### config.mk
export PLATFORM = sky130hd
export DESIGN_NAME = wishbone_rr_arbiter
export DESIGN_NICKNAME = d
export VERILOG_FILES = /design/src/rtl/wishbone_rr_arbiter.sv
export SDC_FILE = /design/constraint.sdc
export NUM_CORES = 1
export LEC_CHECK = 0
export ABC_AREA = 1
export BUFFER_PORTS_ARGS = -buffer_cell sky130_fd_sc_hd__buf_2
export CORE_AREA = 2 2 206 208
export CTS_CLUSTER_SIZE = 10
export DETAILED_ROUTE_END_ITERATION = 8
export DIE_AREA = 0 0 208 210
export SETUP_SLACK_MARGIN = 0.05
export SLEW_MARGIN = 20
export SYNTH_ARGS = -nofsm -noshare
export SYNTH_HDL_FRONTEND = slang
export SYNTH_SLANG_ARGS = --single-unit
### constraint.sdc
create_clock -name CLK -period 5 [get_ports CLK]
set_clock_uncertainty 0.2 [all_clocks]
set_input_delay 1 -clock CLK [delete_from_list [all_inputs] [get_ports CLK]]
set_output_delay 1 -clock CLK [all_outputs]
set_load 0.02 [all_outputs]
### src/rtl/wishbone_rr_arbiter.sv
// Round-robin arbiter sharing one Wishbone subordinate among NUM_MANAGERS managers.
// Define WB_ARB_TIMEOUT_EN to add a watchdog that aborts a stalled grant with an error.
module wishbone_rr_arbiter #(
  parameter  int NUM_MANAGERS   = 4,
  parameter  int ADR_W          = 32,
  parameter  int DAT_W          = 32,
  parameter  int TIMEOUT_CYCLES = 255,
  localparam int SW             = DAT_W / 8
) (
  input  logic                          CLK,
  input  logic                          RST,
  input  logic [NUM_MANAGERS*ADR_W-1:0] A_ADR_I,
  input  logic [NUM_MANAGERS*DAT_W-1:0] A_DAT_I,
  input  logic [NUM_MANAGERS*SW-1:0]    A_SEL_I,
  input  logic [NUM_MANAGERS-1:0]       A_WE_I,
  input  logic [NUM_MANAGERS-1:0]       A_STB_I,
  input  logic [NUM_MANAGERS-1:0]       A_CYC_I,
  output logic [NUM_MANAGERS*DAT_W-1:0] A_DAT_O,
  output logic [NUM_MANAGERS-1:0]       A_ACK_O,
  output logic [NUM_MANAGERS-1:0]       A_ERR_O,
  input  logic [DAT_W-1:0]              DAT_I,
  input  logic                          ACK_I,
  input  logic                          ERR_I,
  output logic [ADR_W-1:0]              ADR_O,
  output logic [DAT_W-1:0]              DAT_O,
  output logic [SW-1:0]                 SEL_O,
  output logic                          WE_O,
  output logic                          STB_O,
  output logic                          CYC_O,
  output logic [NUM_MANAGERS-1:0]       GNT_O
);

  localparam int IDX_W = $clog2(NUM_MANAGERS);

  typedef enum logic {IDLE, GRANT} state_t;

  state_t                  state_reg, state_next;
  logic [IDX_W-1:0]        idx_reg, idx_next;
  logic [IDX_W-1:0]        ptr_reg, ptr_next;
  logic [NUM_MANAGERS-1:0] gnt_reg, gnt_next;

  logic [NUM_MANAGERS-1:0] req;
  logic                    pick_found;
  logic [IDX_W-1:0]        pick_idx;
  logic [IDX_W:0]          cand;
  logic [IDX_W-1:0]        ptr_wrap;
  logic                    timeout;

  logic [ADR_W-1:0]        g_adr;
  logic [DAT_W-1:0]        g_dat;
  logic [SW-1:0]           g_sel;
  logic                    g_we;
  logic                    g_stb;
  logic                    g_cyc;

  genvar gi;
  generate
    for (gi = 0; gi < NUM_MANAGERS; gi++) begin : g_req
      assign req[gi] = A_CYC_I[gi] & A_STB_I[gi];
    end
  endgenerate

  // Signals of the currently granted manager; only meaningful while in GRANT.
  assign g_adr = A_ADR_I[idx_reg*ADR_W +: ADR_W];
  assign g_dat = A_DAT_I[idx_reg*DAT_W +: DAT_W];
  assign g_sel = A_SEL_I[idx_reg*SW +: SW];
  assign g_we  = A_WE_I[idx_reg];
  assign g_stb = A_STB_I[idx_reg];
  assign g_cyc = A_CYC_I[idx_reg];

  // Scan requesters starting at the pointer, wrapping modulo NUM_MANAGERS.
  always_comb begin
    pick_found = 1'b0;
    pick_idx   = ptr_reg;
    cand       = '0;
    for (int k = 0; k < NUM_MANAGERS; k++) begin
      cand = {1'b0, ptr_reg} + (IDX_W+1)'(k);
      if (cand >= (IDX_W+1)'(NUM_MANAGERS)) begin
        cand = cand - (IDX_W+1)'(NUM_MANAGERS);
      end
      if (!pick_found && req[cand[IDX_W-1:0]]) begin
        pick_found = 1'b1;
        pick_idx   = cand[IDX_W-1:0];
      end
    end
  end

  assign ptr_wrap = (idx_reg == IDX_W'(NUM_MANAGERS - 1)) ? '0 : idx_reg + 1'b1;

`ifdef WB_ARB_TIMEOUT_EN
  localparam int WD_W = 16;

  logic [WD_W-1:0] wd_cnt_reg, wd_cnt_next;
  logic            waiting;

  assign waiting = (state_reg == GRANT) && g_stb && !ACK_I && !ERR_I;
  assign timeout = waiting && (wd_cnt_reg == WD_W'(TIMEOUT_CYCLES - 1));

  always_comb begin
    wd_cnt_next = wd_cnt_reg;
    if ((state_reg != GRANT) || ACK_I || ERR_I || timeout || !g_cyc) begin
      wd_cnt_next = '0;
    end else if (g_stb) begin
      wd_cnt_next = wd_cnt_reg + 1'b1;
    end
  end

  always_ff @(posedge CLK or posedge RST) begin
    if (RST) begin
      wd_cnt_reg <= '0;
    end else begin
      wd_cnt_reg <= wd_cnt_next;
    end
  end
`else
  assign timeout = 1'b0;
`endif

  always_ff @(posedge CLK or posedge RST) begin
    if (RST) begin
      state_reg <= IDLE;
      idx_reg   <= '0;
      ptr_reg   <= '0;
      gnt_reg   <= '0;
    end else begin
      state_reg <= state_next;
      idx_reg   <= idx_next;
      ptr_reg   <= ptr_next;
      gnt_reg   <= gnt_next;
    end
  end

  always_comb begin
    state_next = state_reg;
    idx_next   = idx_reg;
    ptr_next   = ptr_reg;
    gnt_next   = gnt_reg;
    case (state_reg)
      IDLE: begin
        if (pick_found) begin
          state_next = GRANT;
          idx_next   = pick_idx;
          gnt_next   = NUM_MANAGERS'(1) << pick_idx;
        end
      end
      GRANT: begin
        // The grant is held for as long as the owner keeps CYC asserted.
        if (!g_cyc || timeout) begin
          state_next = IDLE;
          ptr_next   = ptr_wrap;
          gnt_next   = '0;
        end
      end
      default: begin
        state_next = IDLE;
        gnt_next   = '0;
      end
    endcase
  end

  always_comb begin
    ADR_O = '0;
    DAT_O = '0;
    SEL_O = '0;
    WE_O  = 1'b0;
    STB_O = 1'b0;
    CYC_O = 1'b0;
    if (state_reg == GRANT) begin
      ADR_O = g_adr;
      DAT_O = g_dat;
      SEL_O = g_sel;
      WE_O  = g_we;
      STB_O = g_stb & ~timeout;
      CYC_O = g_cyc & ~timeout;
    end
  end

  // gnt_reg is one-hot exactly when in GRANT, so it doubles as the return-path select.
  generate
    for (gi = 0; gi < NUM_MANAGERS; gi++) begin : g_ret
      assign A_DAT_O[gi*DAT_W +: DAT_W] = gnt_reg[gi] ? DAT_I : '0;
      assign A_ACK_O[gi]                = gnt_reg[gi] & ACK_I;
      assign A_ERR_O[gi]                = gnt_reg[gi] & (ERR_I | timeout);
    end
  endgenerate

  assign GNT_O = gnt_reg;

endmodule

==> flow_metrics.py <==
metrics = {
    "outcome": {
        "status": "finished clean",
    },
    "floorplanning": {
        "fp-row-count": 75,
        "die_w_um": 208,
        "coreArea_sq_um": 41480,
        "die_h_um": 210,
        "dieArea_sq_um": 43680,
        "io_pins": 531,
        "start_util": 0.1027,
    },
    "timing": {
        "slew_headroom": 0.3697,
        "fmax_mhz": 265.5,
        "period_needed_ps": 3766,
        "drv_slew": 0,
        "setup_viol_count_final": 0,
        "finalCritPeriodShare": 0.7532,
        "worstMarginPinSlew_ps": 935.5,
        "fin_tns_setup_ps": 0,
        "hold_slack_ps": 406.3,
        "rsz0062_at_grt": "false",
        "hold_viol_final": 0,
    },
    "cells_and_area": {
        "fillers": 5038,
        "nNetsFinal": 1766,
        "multiInputGateArea_sq_um": 3182,
        "syn_to_final_growth_pct": 76.04,
        "drive_gt1_frac": 0.3934,
        "final-seq-area_sq_um": 230.2,
        "largest_register_ffs": 4,
    },
    "clocking": {
        "post_cts_resized": 0,
        "htreeDepth": 1,
        "cts_tree": "built",
        "cts_sinks": 9,
        "cts_setup_buffers": 0,
        "hold_buffers": 0,
        "numCtsBuffers": 3,
        "clk_latency_ps": 230,
        "clk_pin_slew_ps": 40,
        "cts_buffer_depth": 2,
        "root_buffer": "clkbuf_16",
    },
    "power": {
        "ir_drop_mv": 0.3427,
        "power-per-cell-area_nw_per_um2": 527.2,
        "p_leak_uw": 0.005095,
    },
    "detailed_routing": {
        "detail-route-antenna-nets": 0,
        "wl_per_cell_um": 13.34,
        "vias_per_cell": 3.812,
        "drt_iter0_drc": 692,
        "drc": 0,
        "dr.pass1.iters": 6,
        "num_vias": 7570,
        "finalWirelength_mm": 26.49,
    },
    "placed_design": {
        "finalWeightedCongestion": 0.9093,
        "dp_hpwl_mm": 21.26,
        "port-buffer-count": 530,
    },
    "global_route": {
        "grt_usage": 0.1094,
        "antenna_found_initial": 5,
        "grt_max_degree": 145,
        "grt_overflow": 0,
        "grt_pass1_vias": 6644,
        "grt_pass1_wl_mm": 38.21,
    },
    "worst_setup_path": {
        "path_max_fanout": 65,
        "arrival_ps": 2570,
        "end_kind": "output port",
        "cp.required_ps": 3800,
        "setup.worst_path.start_class": "flop",
        "path_class": "flop to output port",
    },
    "yosys": {
        "syn_inst": 969,
        "yosys.area.top_type": "nor2_1",
        "yosysWarningCount": 0,
        "post_synth.cell_area_avg_sq_um": 4.397,
        "synth_area_leaders": "nor2_1 25%, nand2_1 18%, o21ai_0 17%",
        "synth-seq-cells": 9,
        "syn_nets": 1290,
        "ys_types": 27,
        "syn_area_sq_um": 4260,
        "seq_area_frac_synth": 0.05286,
        "synth_top_area_frac": 0.2493,
    },
    "flow_run": {
        "cap_violations": 0,
    },
    "hold_path": {
        "hold_path.class": "flop to flop",
    },
}
-- routing by layer --
metal	GRT usage	part of all wire	wire length [um]	vias up
met2	0.1800	0.46	12250	347
met1	0.1529	0.44	11780	3296
met3	0.01698	0.081	2155	21
met5	0	0.00049	13	-
li1	-	-	-	3904
met4	0.01761	0.011	279	2
-- through the flow --
step / area [sq um] / total power [uW] / util / cells / setup slack, ps
detailed placement: 7413 / 3830 / 0.1787 / 1979 / 1444
floorplan: 4260 / 2589 / - / 969 / 2216
finish: 7500 / 3954 / 0.1808 / 1986 / 1234
global route: 7500 / 4353 / 0.1808 / 1986 / 1036
CTS: 7492 / 3982 / 0.1806 / 1983 / 1189
global placement: 7413 / 3829 / 0.1787 / 1979 / 1481
-- area by class of cell --
cell class	instances	share of cell area
multi-input combinational	742	0.4243
antenna	3	0.001001
tap	539	0.08992
clock buffer	4	0.01051
timing repair buffer	543	0.3700
inverter	146	0.07357
sequential	9	0.03070
-- cells in the mapped netlist --
cell      number
o31ai_1        1
inv_1        141
a21oi_1       72
nand2_1      202
buf_6          1
clkbuf_1      53
nor2_4         1
nand2_2        7
nor2_2         1
dfrtp_1        9
clkinv_2       1
nand4_2        1
nand4_1        2
nand3_1       22
o21ai_4        1
nor2_1       283
a31oi_1        1
ha_1           1
nand3_2        3
a32o_1         1
buf_1          5
buf_4          3
buf_2         10
nand2_4        1
inv_2          3
inv_4          1
o21ai_0      142
-- cells by family (layout without fill, tap and decap cells) --
| family | after synthesis | count (layout) | share of synthesized area |
|---|---|---|---|
| and+or+nand+nor | 523 | 523 | 0.4831 |
| DFF | 9 | 9 | 0.05286 |
| other | 0 | 3 | 0 |
| AOI/OAI and AO/OA | 218 | 218 | 0.2608 |
| buffers and inverters | 218 | 693 | 0.2003 |
| adders and majority gates | 1 | 1 | 0.002936 |
-- path summary, 6_finish.rpt --
check / start / endpoint / slack [ps] / cells after the start
worst min-delay path: state_reg / idx_reg[1] / 410 / 3
worst min register to register: state_reg / idx_reg[1] / 410 / 3
min in group asynchronous: RST / GNT_O[1] / 520 / 2
worst max-delay path: idx_reg[0] / ADR_O[29] / 1230 / 5
worst max register to register: ptr_reg[0] / GNT_O[1] / 2740 / 11
max in group asynchronous: RST / idx_reg[0] / 3780 / 2
-- report_power, final --
group          switching, uW  internal, uW  total (uW)
logic                   2520          1110        3630
clock network           35.1           107         142
registers               74.3           108         182
-- critical path, cell delays in order (launching register included) --
cell,delay (ps)
dfrtp_4,420
clkinv_2,450
buf_12,400
o21ai_0,660
a21oi_1,140
buf_2,200
-- layout by cell type, fill, tap and decap left out --
cell type  netlist  layout
nor2_4           1       1
nand2_2          7       7
a31oi_1          1       1
nand2_4          1       1
nand3_2          3       3
nand4_1          2       2
ha_1             1       1
buf_12           0       2
diode_2          0       3
nand3_1         22      22
nor2_2           1       1
inv_1          141     141
o21ai_0        142     142
a32o_1           1       1
dfrtp_2          0       1
clkinv_2         1       1
dfrtp_4          0       1
inv_4            1       1
clkbuf_1        53       1
dfrtp_1          9       7
inv_2            3       3
clkbuf_16        0       3
buf_4            3      11
o31ai_1          1       1
nand4_2          1       1
nor2_1         283     283
nand2_1        202     202
o21ai_4          1       1
a21oi_1         72      72
buf_2           10     530
Power figures use the tool's default switching activity.
